[config.mk]
export PLATFORM = sky130hd
export DESIGN_NAME = mem_lsu
export DESIGN_NICKNAME = d
export VERILOG_FILES = /design/src/rtl/mem_lsu.sv
export SDC_FILE = /design/constraint.sdc
export NUM_CORES = 1
export LEC_CHECK = 0
export ABC_CLOCK_PERIOD_IN_PS = 2400
export CORE_MARGIN = 1
export CORE_UTILIZATION = 37
export CTS_BUF_LIST = sky130_fd_sc_hd__clkbuf_4 sky130_fd_sc_hd__clkbuf_8
export CTS_CLUSTER_SIZE = 25
export DETAILED_ROUTE_END_ITERATION = 8
export PLACE_DENSITY = 0.84
export SKIP_LAST_GASP = 1
export SYNTH_ARGS = -nofsm -noshare
export SYNTH_HDL_FRONTEND = slang
export SYNTH_SLANG_ARGS = --single-unit
[constraint.sdc]
create_clock -name clk -period 2.4 [get_ports clk]
set_input_delay 0.24 -clock clk [delete_from_list [all_inputs] [get_ports clk]]
set_output_delay 0.24 -clock clk [all_outputs]
set_load 0.01 [all_outputs]
[src/rtl/mem_lsu.sv]
// MEM-stage load/store unit: runs one request/ack bus transaction per memory
// op, stalls the pipeline until it completes, formats load data and raises
// misalignment / bus-timeout exception pulses.
module mem_lsu #(
    parameter int TIMEOUT = 16
) (
    input  logic        clk,
    input  logic        rst,
    input  logic [4:0]  wd_i,
    input  logic        wreg_i,
    input  logic [31:0] wdata_i,
    input  logic [3:0]  mem_op_i,
    input  logic [31:0] mem_addr_i,
    input  logic [31:0] mem_wdata_i,
    output logic [4:0]  wd_o,
    output logic        wreg_o,
    output logic [31:0] wdata_o,
    output logic        stallreq,
    output logic        bus_req_o,
    output logic        bus_we_o,
    output logic [31:0] bus_addr_o,
    output logic [3:0]  bus_sel_o,
    output logic [31:0] bus_wdata_o,
    input  logic [31:0] bus_rdata_i,
    input  logic        bus_ack_i,
    output logic        excp_misalign_o,
    output logic        excp_bus_o
);

    typedef enum logic [1:0] {IDLE = 2'd0, WAIT = 2'd1, DONE = 2'd2} state_t;

    localparam int              CW       = (TIMEOUT > 1) ? $clog2(TIMEOUT) : 1;
    localparam logic [CW-1:0]   CNT_LAST = CW'(TIMEOUT - 1);

    // Access sizes
    localparam logic [1:0] SZ_B = 2'd0;
    localparam logic [1:0] SZ_H = 2'd1;
    localparam logic [1:0] SZ_W = 2'd2;

    state_t         state;
    logic [CW-1:0]  cnt;
    logic [31:0]    rdata_r;
    logic           err_r;

    logic           is_load;
    logic           is_store;
    logic           sext;
    logic [1:0]     size;
    logic           misalign;
    logic           mem_valid;
    logic [1:0]     lane;

    // Extract and extend the addressed byte/half from a captured bus word.
    function automatic logic [31:0] load_format(input logic [31:0] word,
                                                input logic [1:0]  a,
                                                input logic [1:0]  sz,
                                                input logic        sx);
        logic [7:0]  b;
        logic [15:0] h;
        logic [31:0] res;
        b = word[8*a +: 8];
        h = a[1] ? word[31:16] : word[15:0];
        case (sz)
            SZ_B:    res = {{24{sx & b[7]}}, b};
            SZ_H:    res = {{16{sx & h[15]}}, h};
            default: res = word;
        endcase
        return res;
    endfunction

    assign lane = mem_addr_i[1:0];

    // Decode the memory-op descriptor into kind, size and extension.
    always_comb begin
        is_load  = 1'b0;
        is_store = 1'b0;
        sext     = 1'b0;
        size     = SZ_W;
        case (mem_op_i)
            4'd1:    begin is_load  = 1'b1; size = SZ_B; sext = 1'b1; end
            4'd2:    begin is_load  = 1'b1; size = SZ_H; sext = 1'b1; end
            4'd3:    begin is_load  = 1'b1; size = SZ_W; end
            4'd4:    begin is_load  = 1'b1; size = SZ_B; end
            4'd5:    begin is_load  = 1'b1; size = SZ_H; end
            4'd6:    begin is_store = 1'b1; size = SZ_B; end
            4'd7:    begin is_store = 1'b1; size = SZ_H; end
            4'd8:    begin is_store = 1'b1; size = SZ_W; end
            default: begin is_load  = 1'b0; is_store = 1'b0; end
        endcase
        if (size == SZ_H) begin
            misalign = (is_load | is_store) & lane[0];
        end else if (size == SZ_W) begin
            misalign = (is_load | is_store) & (lane != 2'b00);
        end else begin
            misalign = 1'b0;
        end
        mem_valid = (is_load | is_store) & ~misalign;
    end

    // Access FSM: issue request, count wait cycles, capture data or time out.
    always_ff @(posedge clk or posedge rst) begin
        if (rst) begin
            state           <= IDLE;
            bus_req_o       <= 1'b0;
            cnt             <= '0;
            rdata_r         <= 32'd0;
            err_r           <= 1'b0;
            excp_misalign_o <= 1'b0;
            excp_bus_o      <= 1'b0;
        end else begin
            excp_misalign_o <= 1'b0;
            excp_bus_o      <= 1'b0;
            case (state)
                IDLE: begin
                    excp_misalign_o <= misalign;
                    if (mem_valid) begin
                        state     <= WAIT;
                        bus_req_o <= 1'b1;
                        cnt       <= '0;
                        err_r     <= 1'b0;
                    end
                end
                WAIT: begin
                    if (bus_ack_i) begin
                        rdata_r   <= bus_rdata_i;
                        bus_req_o <= 1'b0;
                        state     <= DONE;
                    end else if (cnt == CNT_LAST) begin
                        bus_req_o  <= 1'b0;
                        excp_bus_o <= 1'b1;
                        err_r      <= 1'b1;
                        state      <= DONE;
                    end else begin
                        cnt <= cnt + {{(CW-1){1'b0}}, 1'b1};
                    end
                end
                DONE: begin
                    state <= IDLE;
                end
                default: begin
                    state     <= IDLE;
                    bus_req_o <= 1'b0;
                end
            endcase
        end
    end

    // Result, stall and bus-lane outputs; all forced low while in reset.
    always_comb begin
        wd_o        = 5'd0;
        wreg_o      = 1'b0;
        wdata_o     = 32'd0;
        stallreq    = 1'b0;
        bus_we_o    = 1'b0;
        bus_addr_o  = 32'd0;
        bus_sel_o   = 4'd0;
        bus_wdata_o = 32'd0;
        if (rst) begin
            wd_o = 5'd0;
        end else begin
            wd_o     = wd_i;
            stallreq = mem_valid & (state != DONE);
            if (is_load & mem_valid) begin
                // Load result is only meaningful once the data has been captured
                if (state == DONE) begin
                    wreg_o  = wreg_i & ~err_r;
                    wdata_o = load_format(rdata_r, lane, size, sext);
                end else begin
                    wreg_o  = 1'b0;
                    wdata_o = 32'd0;
                end
            end else begin
                wreg_o  = wreg_i & ~misalign;
                wdata_o = wdata_i;
            end
            if (mem_valid) begin
                bus_we_o   = is_store;
                bus_addr_o = {mem_addr_i[31:2], 2'b00};
                case (size)
                    SZ_B:    bus_sel_o = 4'b0001 << lane;
                    SZ_H:    bus_sel_o = 4'b0011 << lane;
                    default: bus_sel_o = 4'b1111;
                endcase
                if (is_store) begin
                    case (size)
                        SZ_B:    bus_wdata_o = {4{mem_wdata_i[7:0]}};
                        SZ_H:    bus_wdata_o = {2{mem_wdata_i[15:0]}};
                        default: bus_wdata_o = mem_wdata_i;
                    endcase
                end else begin
                    bus_wdata_o = 32'd0;
                end
            end else begin
                bus_we_o = 1'b0;
            end
        end
    end

endmodule

## After elaboration in Yosys (flattened, before gate mapping)

Cells that the tools add are included.

- Input bits: 141
- Output and inout bits: 111
- Logic and storage cells: 104
- Register bits after elaboration: 42

- Shifts and indexed selects: 3
- $add $sub $neg: 1
- Reduce and logical (&&, ||, !) cells: 14
- Bitwise gates (word level): 13
- Muxes and demuxes: 47
- Eq/ne operators: 19

Operator list:

| kind | number |
|---|---|
| 32-bit 2-to-1 mux | 8 |
| 32-bit case mux with 2 select lines | 2 |
| 32-bit by 6-bit indexed part select with 8-bit output | 1 |
| 1-bit 2-to-1 mux | 21 |
| 4-bit 2-to-1 mux | 5 |
| 4-bit by 3-bit equality test with 1-bit output (second input constant) | 4 |
| 16-bit 2-to-1 mux | 1 |
| 4-bit case mux with 2 select lines | 2 |
| 2-bit inequality test (second input constant) | 5 |
| 1-bit bitwise AND | 9 |
| 3-bit OR reduction | 3 |
| 4-bit by 2-bit equality test with 1-bit output (second input constant) | 2 |
| 4-bit equality test (second input constant) | 2 |
| 2-bit case mux with 2 select lines | 2 |
| 4-bit AND reduction | 2 |
| 2-bit 2-to-1 mux | 3 |
| 5-bit 2-to-1 mux | 1 |
| 5-bit OR reduction | 1 |
| 4-bit by 1-bit adder with 4-bit output (second input constant) | 1 |
| 2-bit by 1-bit equality test with 1-bit output (second input constant) | 2 |
| 2-bit equality test (second input constant) | 2 |
| 4-bit by 1-bit equality test with 1-bit output (second input constant) | 1 |
| 2-bit zero test | 2 |
| 2-bit AND reduction | 2 |
| 10 further kinds | 13 |

## Depth between registers and ports, before layout

Gate-level depths: netlist of run 1.

- Depth in word-level cells: 12
- Depth in mapped cells: 9

## Worst setup path before layout of run 1

No wires, ideal clock.

- Path type: input port to output port
- Start point: input port mem_op_i[1]
- End point: output port bus_wdata_o[14]
- Slack: 0.205 ns
- Stages: 9
- Data required time: 2.160 ns
- Arrival time: 1.955 ns
- Cells stage by stage: buf_6 nor2b_4 buf_6 a22o_1 a221o_1 or3_1 buf_6 buf_2 a21oi_1

- Cells in the longest elaborated chain, start to end: 11
- Elaborated cells between the ends (all ways): 29

Ends and longest elaborated chain:

| what | RTL line | source |
|---|---|---|
| start: declaration | 12 | `input logic [3:0] mem_op_i,` |
| 4-bit by 3-bit equality test with 1-bit output, or another cell as far along | 79 | `case (mem_op_i)` |
| 5-bit OR reduction (no source line) or 3-bit OR reduction (tied branches) | - |  |
| 1-bit 2-to-1 mux | 79 |  |
| 1-bit bitwise OR | 91, 93, 97 |  |
| 1-bit bitwise AND | 93 | `misalign = (is_load \| is_store) & (lane != 2'b00);` |
| 1-bit 2-to-1 mux | 92 | `end else if (size == SZ_W) begin` |
| 1-bit 2-to-1 mux | 90 | `if (size == SZ_H) begin` |
| 1-bit NOT | 97 | `mem_valid = (is_load \| is_store) & ~misalign;` |
| 1-bit bitwise AND | 97 |  |
| 32-bit 2-to-1 mux (*) | 176 | `if (mem_valid) begin` |
| 32-bit 2-to-1 mux (*) | 158 | `if (rst) begin` |
| end: declaration | 23 | `output logic [31:0] bus_wdata_o,` |

Mark *: on every way between the ends. The rest lies on a longest branch, timed or not.

## Final worst setup path of run 1

- Start point: input port mem_addr_i[1]
- End point: output port bus_addr_o[3]

- Cells in the longest elaborated chain, start to end: 8

Ends and longest elaborated chain:

| what | RTL line | source |
|---|---|---|
| start: declaration | 13 | `input logic [31:0] mem_addr_i,` |
| 2-bit nonzero test | 93 |  |
| 1-bit bitwise AND | 93 |  |
| 1-bit 2-to-1 mux | 92 |  |
| 1-bit 2-to-1 mux | 90 |  |
| 1-bit NOT | 97 |  |
| 1-bit bitwise AND | 97 |  |
| 32-bit 2-to-1 mux | 176 |  |
| 32-bit 2-to-1 mux | 158 |  |
| end: declaration | 21 | `output logic [31:0] bus_addr_o,` |

Every way passes these cells.

==> out/qor.yml, run 1 <==
timing.rr.start: "cnt[0]"
start_util_pct: 38.8
synth_cell_types: 47
slowest_stage: "dlygate4sd2_1"
grt_pass1_wl_um: 22900
core_um2: 9370
synth_top_cell_area_share_pct: 28.9
max_freq_ghz: 0.423
yosys_warnings: 0
port_buffers: 249
arrival_ps: 2120
grt.overflow.total: 0
whs_ps: 507
synth_seq_area_share_pct: 28.9
drv_slew: 0
drcViolationCount: 0
hpwl_um: 11700
cts_tree: "yes"
synth_edf_count: 0
vias_per_cell: 5.17
syn_area_um2: 3630
hold_viol_final: 0
track_usage_pct: 28.6
required_ps: 2160
fin_crit_ps: 2360
holdPathStages: 1
p_leak_nw: 3.04
final_cell_mix: "clkdlybuf4s50_1 (143), nand2_1 (74), buf_4 (55)"
worst_pin_slew_ps: 538
reg2regPathDepth: 6
final_nets: 907
hold_class: "flip-flop to flip-flop"
setup_ws_ps: 38.0
crit_type: "input port to primary output"
ys_ff_latch: 42
wirelength_um: 15100
die-area_um2: 10200
rsz0062_at_grt: "yes"
num_rows: 35
cts.sinks: 42
cts_max_path_buffers: 2
path_cells: "dlygate4sd2_1 > buf_4 > buf_4 > nor2_1 > o21ai_0 > a31o_2 > a21oi_4 > buf_4 > buf_6 > and2_1 > dlygate4sd2_1"
grt_pass1_vias: 4663
start_kind: "input port"
clkSlewWorstSetupHoldPaths_ps: 80
grt_max_degree: 43
r2r-end: "cnt[3]"
first_pass_iters: 4
maxCapViolCount: 0
ff2ff_setup_slack_ps: 680
drive_gt1_share_pct: 30.5
syn_to_final_growth_pct: 83.8
cts_hold_buf: 0
setup_viol: 0
root_buffer: "clkbuf_8"
gp_congestion: 0.944
wire_per_inst_um: 16.8
synth_area_per_cell_um2: 7.68
die_h_um: 101
dp_cells: 877
relSlewSlack_pct: 64.1
slowest_delay_ps: 290
ios: 252
finClkSkew_ps: 6.58
pre_cts_slack_ps: -729
synthFlopType: "dfrtp_1"
first_iter_violations: 176
synthCells: 473
worst_skew_pair.late_latency_ps: 290
vias: 4630
hold_path_end: "rdata_r[4]"
final_cells: 896
period_share_pct: 98.4
status: "complete, no violations"
critPathMostFrequentCell: "buf_4"
synth_top_cell_by_area: "dfrtp_1"
htree_levels: 2
cts_inserted_buffers: 5
final_common_cell: "clkdlybuf4s50_1"
yosys-top-cells-area: "dfrtp_1 (29%), mux2_2 (11%), nand2_1 (7.6%), and2_1 (7.4%), nor2_1 (5.8%)"
hold_start: "rdata_r[4]"
crit_fanout: 8
end_kind: "primary output"
ir_drop_v: 0.000454
power_mw: 3.45
die_w_um: 101
power_density_nw_per_um2: 517
async_reset_ff_share_pct: 100
antenna_left: 0
antenna_found_initial: 2
-- worst max-delay path: cells and delay by family --
family,cells,cell delay (ps)
simple gates,2,240
buf+inv,6,1120
compound gates,3,530
-- layout make-up --
class,count,area (µm²)
Fill cell,778,2690
Inverter,6,25.0
Clock buffer,6,82.6
Antenna cell,2,5.00
Clock inverter,1,30.0
Multi-Input combinational cell,392,2520
Sequential cell,42,1050
Timing Repair Buffer,318,2800
Tap cell,129,161
-- cells in the mapped netlist (all sizes together) (2+ instances only) --
master	number
nand2	74
mux2i	10
and2	43
o22ai	12
buf	16
nor2	56
nor3	14
inv	6
o221ai	2
clkbuf	18
a21oi	23
a31oi	10
nand2b	18
nand4	2
dfrtp	42
a32o	6
a22o	3
nor2b	14
a221o	2
xor2	3
o21ai	40
mux2	34
a211o	3
o21a	3
a21boi	4
-- worst max-delay path by stage --
stage | from | cells past startpoint | end | slack, ps
floorplan | mem_op_i[1] | 9 | bus_wdata_o[14] | 200
global placement | mem_op_i[2] | 9 | wdata_o[17] | -670
detailed placement | mem_op_i[1] | 9 | wdata_o[17] | -730
CTS | mem_op_i[2] | 9 | wdata_o[17] | -90
global route | mem_addr_i[1] | 11 | bus_addr_o[6] | -20
finish | mem_addr_i[1] | 11 | bus_addr_o[3] | 40
-- power breakdown --
group	leakage [nW]	internal [mW]	switching [mW]
clock	0.0573	0.333	0.233
combinational	2.47	0.915	0.690
sequential	0.509	1.02	0.266
-- per-layer routing --
layer / up-vias / global-route usage, % / part of all wire [%]
met4: 0 / 12.5 / 3.9
met2: 203 / 54.8 / 52
met3: 39 / 5.62 / 6.9
met5: - / 0 / 0
met1: 2158 / 29.9 / 37
li1: 2230 / - / -
-- through the flow --
| step | setup TNS (ps) | cell area (µm²) | util (%) |
|---|---|---|---|
| final | 0 | 6680 | 71.3 |
| after global routing | -164 | 6680 | 71.3 |
| after CTS | -1630 | 6760 | 72.1 |
| after detailed placement | -61720 | 6610 | 70.5 |
| after global placement | -55650 | 6610 | 70.5 |
| after floorplan | 0 | 3640 | - |
-- flip-flops by register name, summed over array words and instances (netlist names) --
signal	count
cnt	4
state	2
excp_bus_o	1
err_r	1
bus_req_o	1
excp_misalign_o	1
rdata_r	32
-- logic make-up after synthesis --
family | after synthesis | synth area share (%)
buf+inv | 40 | 5.41
compound gates | 116 | 20.6
simple gates | 226 | 30.6
other cells | 1 | 0.103
xor+xnor | 3 | 0.724
mux | 44 | 13.3
flops | 42 | 28.9
fa+ha+maj | 1 | 0.344
-- timing repair --
item	CTS	global route
buffers inserted	3	1
endpoints found under the setup margin	100	97
pin swaps	8	8
hold endpoints to repair	0	0
gates resized for setup	314	77
gates cloned	4	2
No activity file was read; power rests on OpenSTA's default activity.
==> inputs of run 2 (changes only) <==
- CTS_CLUSTER_SIZE: 25 -> not set
- TNS_END_PERCENT: not set -> 10
==> run 2 against run 1 <==
Effect of this change: the flow now finishes with violations (negative setup slack); wire length shrank 1.4%; total power shrank 1.1%; sequential share of layout area is essentially flat; fmax shrank 2.7%; clock power is essentially flat; first-iteration DRC count grew 12%; global-route usage shrank 0.27 points; sequential cell count is the same; critical endpoint is now bus_wdata_o[29]; largest power group unchanged; highest routed layer unchanged.
==> out/qor.yml, run 2 (synthesized netlist as in run 1, its figures left out) <==
reg.largest.list: "rdata_r: 32 flops, cnt: 4 flops, state: 2 flops"  # unchanged
rsz0062_at_grt: "yes"  # unchanged
maxCapViolCount: 0  # unchanged
antenna_found_initial: 2  # unchanged
required_ps: 2160  # about the same
crit_type: "input port to primary output"  # unchanged
hold_class: "flip-flop to flip-flop"  # unchanged
regArea_um2: 1050  # unchanged
die-area_um2: 10200  # unchanged
worst_pin_slew_ps: 535  # was 538 ps
grt_max_degree: 43  # unchanged
track_usage_pct: 28.3  # was 28.6%
port_buffers: 249  # unchanged
drive_gt1_share_pct: 23.7  # was 30.5%
setup_viol: 21  # was 0
holdPathStages: 1  # unchanged
status: "finished with violations"  # was complete, no violations
ir_drop_v: 0.000473  # was 0.000454 V
num-fill-cells: 791  # was 778
ios: 252  # unchanged
end_kind: "primary output"  # unchanged
start_kind: "input port"  # unchanged
core_um2: 9370  # unchanged
grt_pass1_wl_um: 22700  # was 22,900 µm
p_leak_nw: 3.10  # was 3.04 nW
post-route-util_pct: 71.2  # was 71.3%
power_frac_seq_pct: 37.5  # was 37.1%
fin_setup_tns_ps: -165  # was 0 ps
syn_to_final_growth_pct: 83.6  # was 83.8%
wire_per_inst_um: 16.6  # was 16.8 µm
relSlewSlack_pct: 64.3  # was 64.1%
largest_reg_flops: 32  # unchanged
finClkSkew_ps: 6.20  # was 6.58 ps
arrival_ps: 2190  # was 2120 ps
pre_cts_slack_ps: -729  # unchanged
max_freq_ghz: 0.412  # was 0.423 GHz
final_cell_mix: "clkdlybuf4s50_1 (144), nand2_1 (74), buf_4 (55)"  # was clkdlybuf4s50_1 (143), nand2_1 (74), buf_4 (55)
root_buffer: "clkbuf_8"  # unchanged
setup_ws_ps: -26.4  # was 38.0 ps
die_w_um: 101  # unchanged
die_h_um: 101  # unchanged
period_share_pct: 101  # was 98.4%
clkSlewWorstSetupHoldPaths_ps: 80  # about the same
gp_congestion: 0.944  # unchanged
cts.sinks: 42  # unchanged
grt_use_met1_pct: 29.5  # was 29.9%
final_common_cell: "clkdlybuf4s50_1"  # unchanged
met2_usage_pct: 54.2  # was 54.8%
wirelength_um: 14800  # was 15,100 µm
worst_skew_pair.late_latency_ps: 290  # about the same
cts_max_path_buffers: 2  # unchanged
drcViolationCount: 0  # unchanged
multi_input_area_um2: 2480  # was 2520 µm²
cts_hold_buf: 0  # unchanged
drv_slew: 0  # unchanged
internal_power_mw: 2.25  # was 2.26 mW
antenna_left: 0  # unchanged
top_usage_layer: "met2"  # unchanged
start_util_pct: 38.8  # unchanged
vias_per_cell: 5.25  # was 5.17
hpwl_um: 11700  # unchanged
final_nets: 905  # was 907
met3_usage_pct: 5.62  # unchanged
violations: "negative setup slack"
num_rows: 35  # unchanged
p_sw_mw: 1.16  # was 1.19 mW
p_clk_share_pct: 16.6  # was 16.4%
pwr-share-comb_pct: 45.9  # was 46.5%
first_iter_violations: 197  # was 176
grt.overflow.total: 0  # unchanged
cts_tree: "yes"  # unchanged
grt_pass1_vias: 4679  # was 4,663
placed_area_um2: 6610  # unchanged
design_area_um2: 6670  # was 6680 µm²
power_density_nw_per_um2: 512  # was 517 nW/µm²
reg2regPathDepth: 6  # unchanged
vias: 4692  # was 4,630
top_register: "rdata_r"  # unchanged
power_switching_share_pct: 34.0  # was 34.4%
first_pass_iters: 5  # was 4
cts_inserted_buffers: 5  # unchanged
crit_fanout: 12  # was 8
htree_levels: 2  # unchanged
fin_crit_ps: 2430  # was 2360 ps
hold_viol_final: 0  # unchanged
power_mw: 3.41  # was 3.45 mW
run 2: changes by cell type in the layout (fill, tap and decap cells not counted), sizes merged:
cell           change
clkdlybuf4s50      +1
clkbuf             +1
dlymetal6s2s       -1
dlygate4sd2       +37
buf               -30
clkdlybuf4s15     -10
run 2: worst max-delay path: stages:
cell and delay [ps]:
dlygate4sd2_1 310, or2_4 280, a221o_1 370, or3_4 370, clkbuf_16 190, nor3_2 170
clkdlybuf4s15_2 250
run 2: power by group through the flow:
stage	Sequential, mW	Clock, mW	Combinational [mW]
2_1_floorplan	1.20	0	0.892
3_3_place_gp	1.26	0	1.53
3_5_place_dp	1.29	0	1.58
5_1_grt	1.31	0.605	1.72
6_report	1.28	0.566	1.57
4_1_cts	1.28	0.579	1.56
run 2: path summary, 6_finish.rpt:
path	start	to	slack [ps]
worst max-delay path	mem_addr_i[0]	bus_wdata_o[29]	-30
worst min-delay path	rdata_r[4]	rdata_r[4]	510
worst max register to register	cnt[0]	cnt[3]	680
worst min register to register	rdata_r[4]	rdata_r[4]	510
max in group asynchronous	rst	rdata_r[22]	1230
min in group asynchronous	rst	excp_bus_o	780
run 2: timing repair:
item,4_1_cts,5_1_grt
pin swaps,3,6
setup buffers,3,0
gates cloned,4,1
endpoints found under the setup margin,100,100
hold endpoints to repair,0,0
resized for setup,196,69
run 2: stage by stage:
stage               hold WS (ps)  instances
finish                       509        894
global route                 523        894
CTS                          511        891
detailed placement           492        877
global placement             480        877
floorplan                    323        474
run 2: area by class of cell:
class                      instances  area share (%)
clock buffer                       6            1.24
inverter                           6           0.375
multi-input combinational        392            37.2
timing repair buffer             316            42.4
tap                              129            2.42
antenna                            2          0.0750
clock inverter                     1           0.450
sequential                        42            15.8
run 2: routing by layer:
layer	wire length, µm	share of wire (%)	vias up
met5	0	0	-
met4	514	3.5	0
met3	1100	7.4	38
met2	7900	53	219
met1	5330	36	2210
li1	-	-	2225
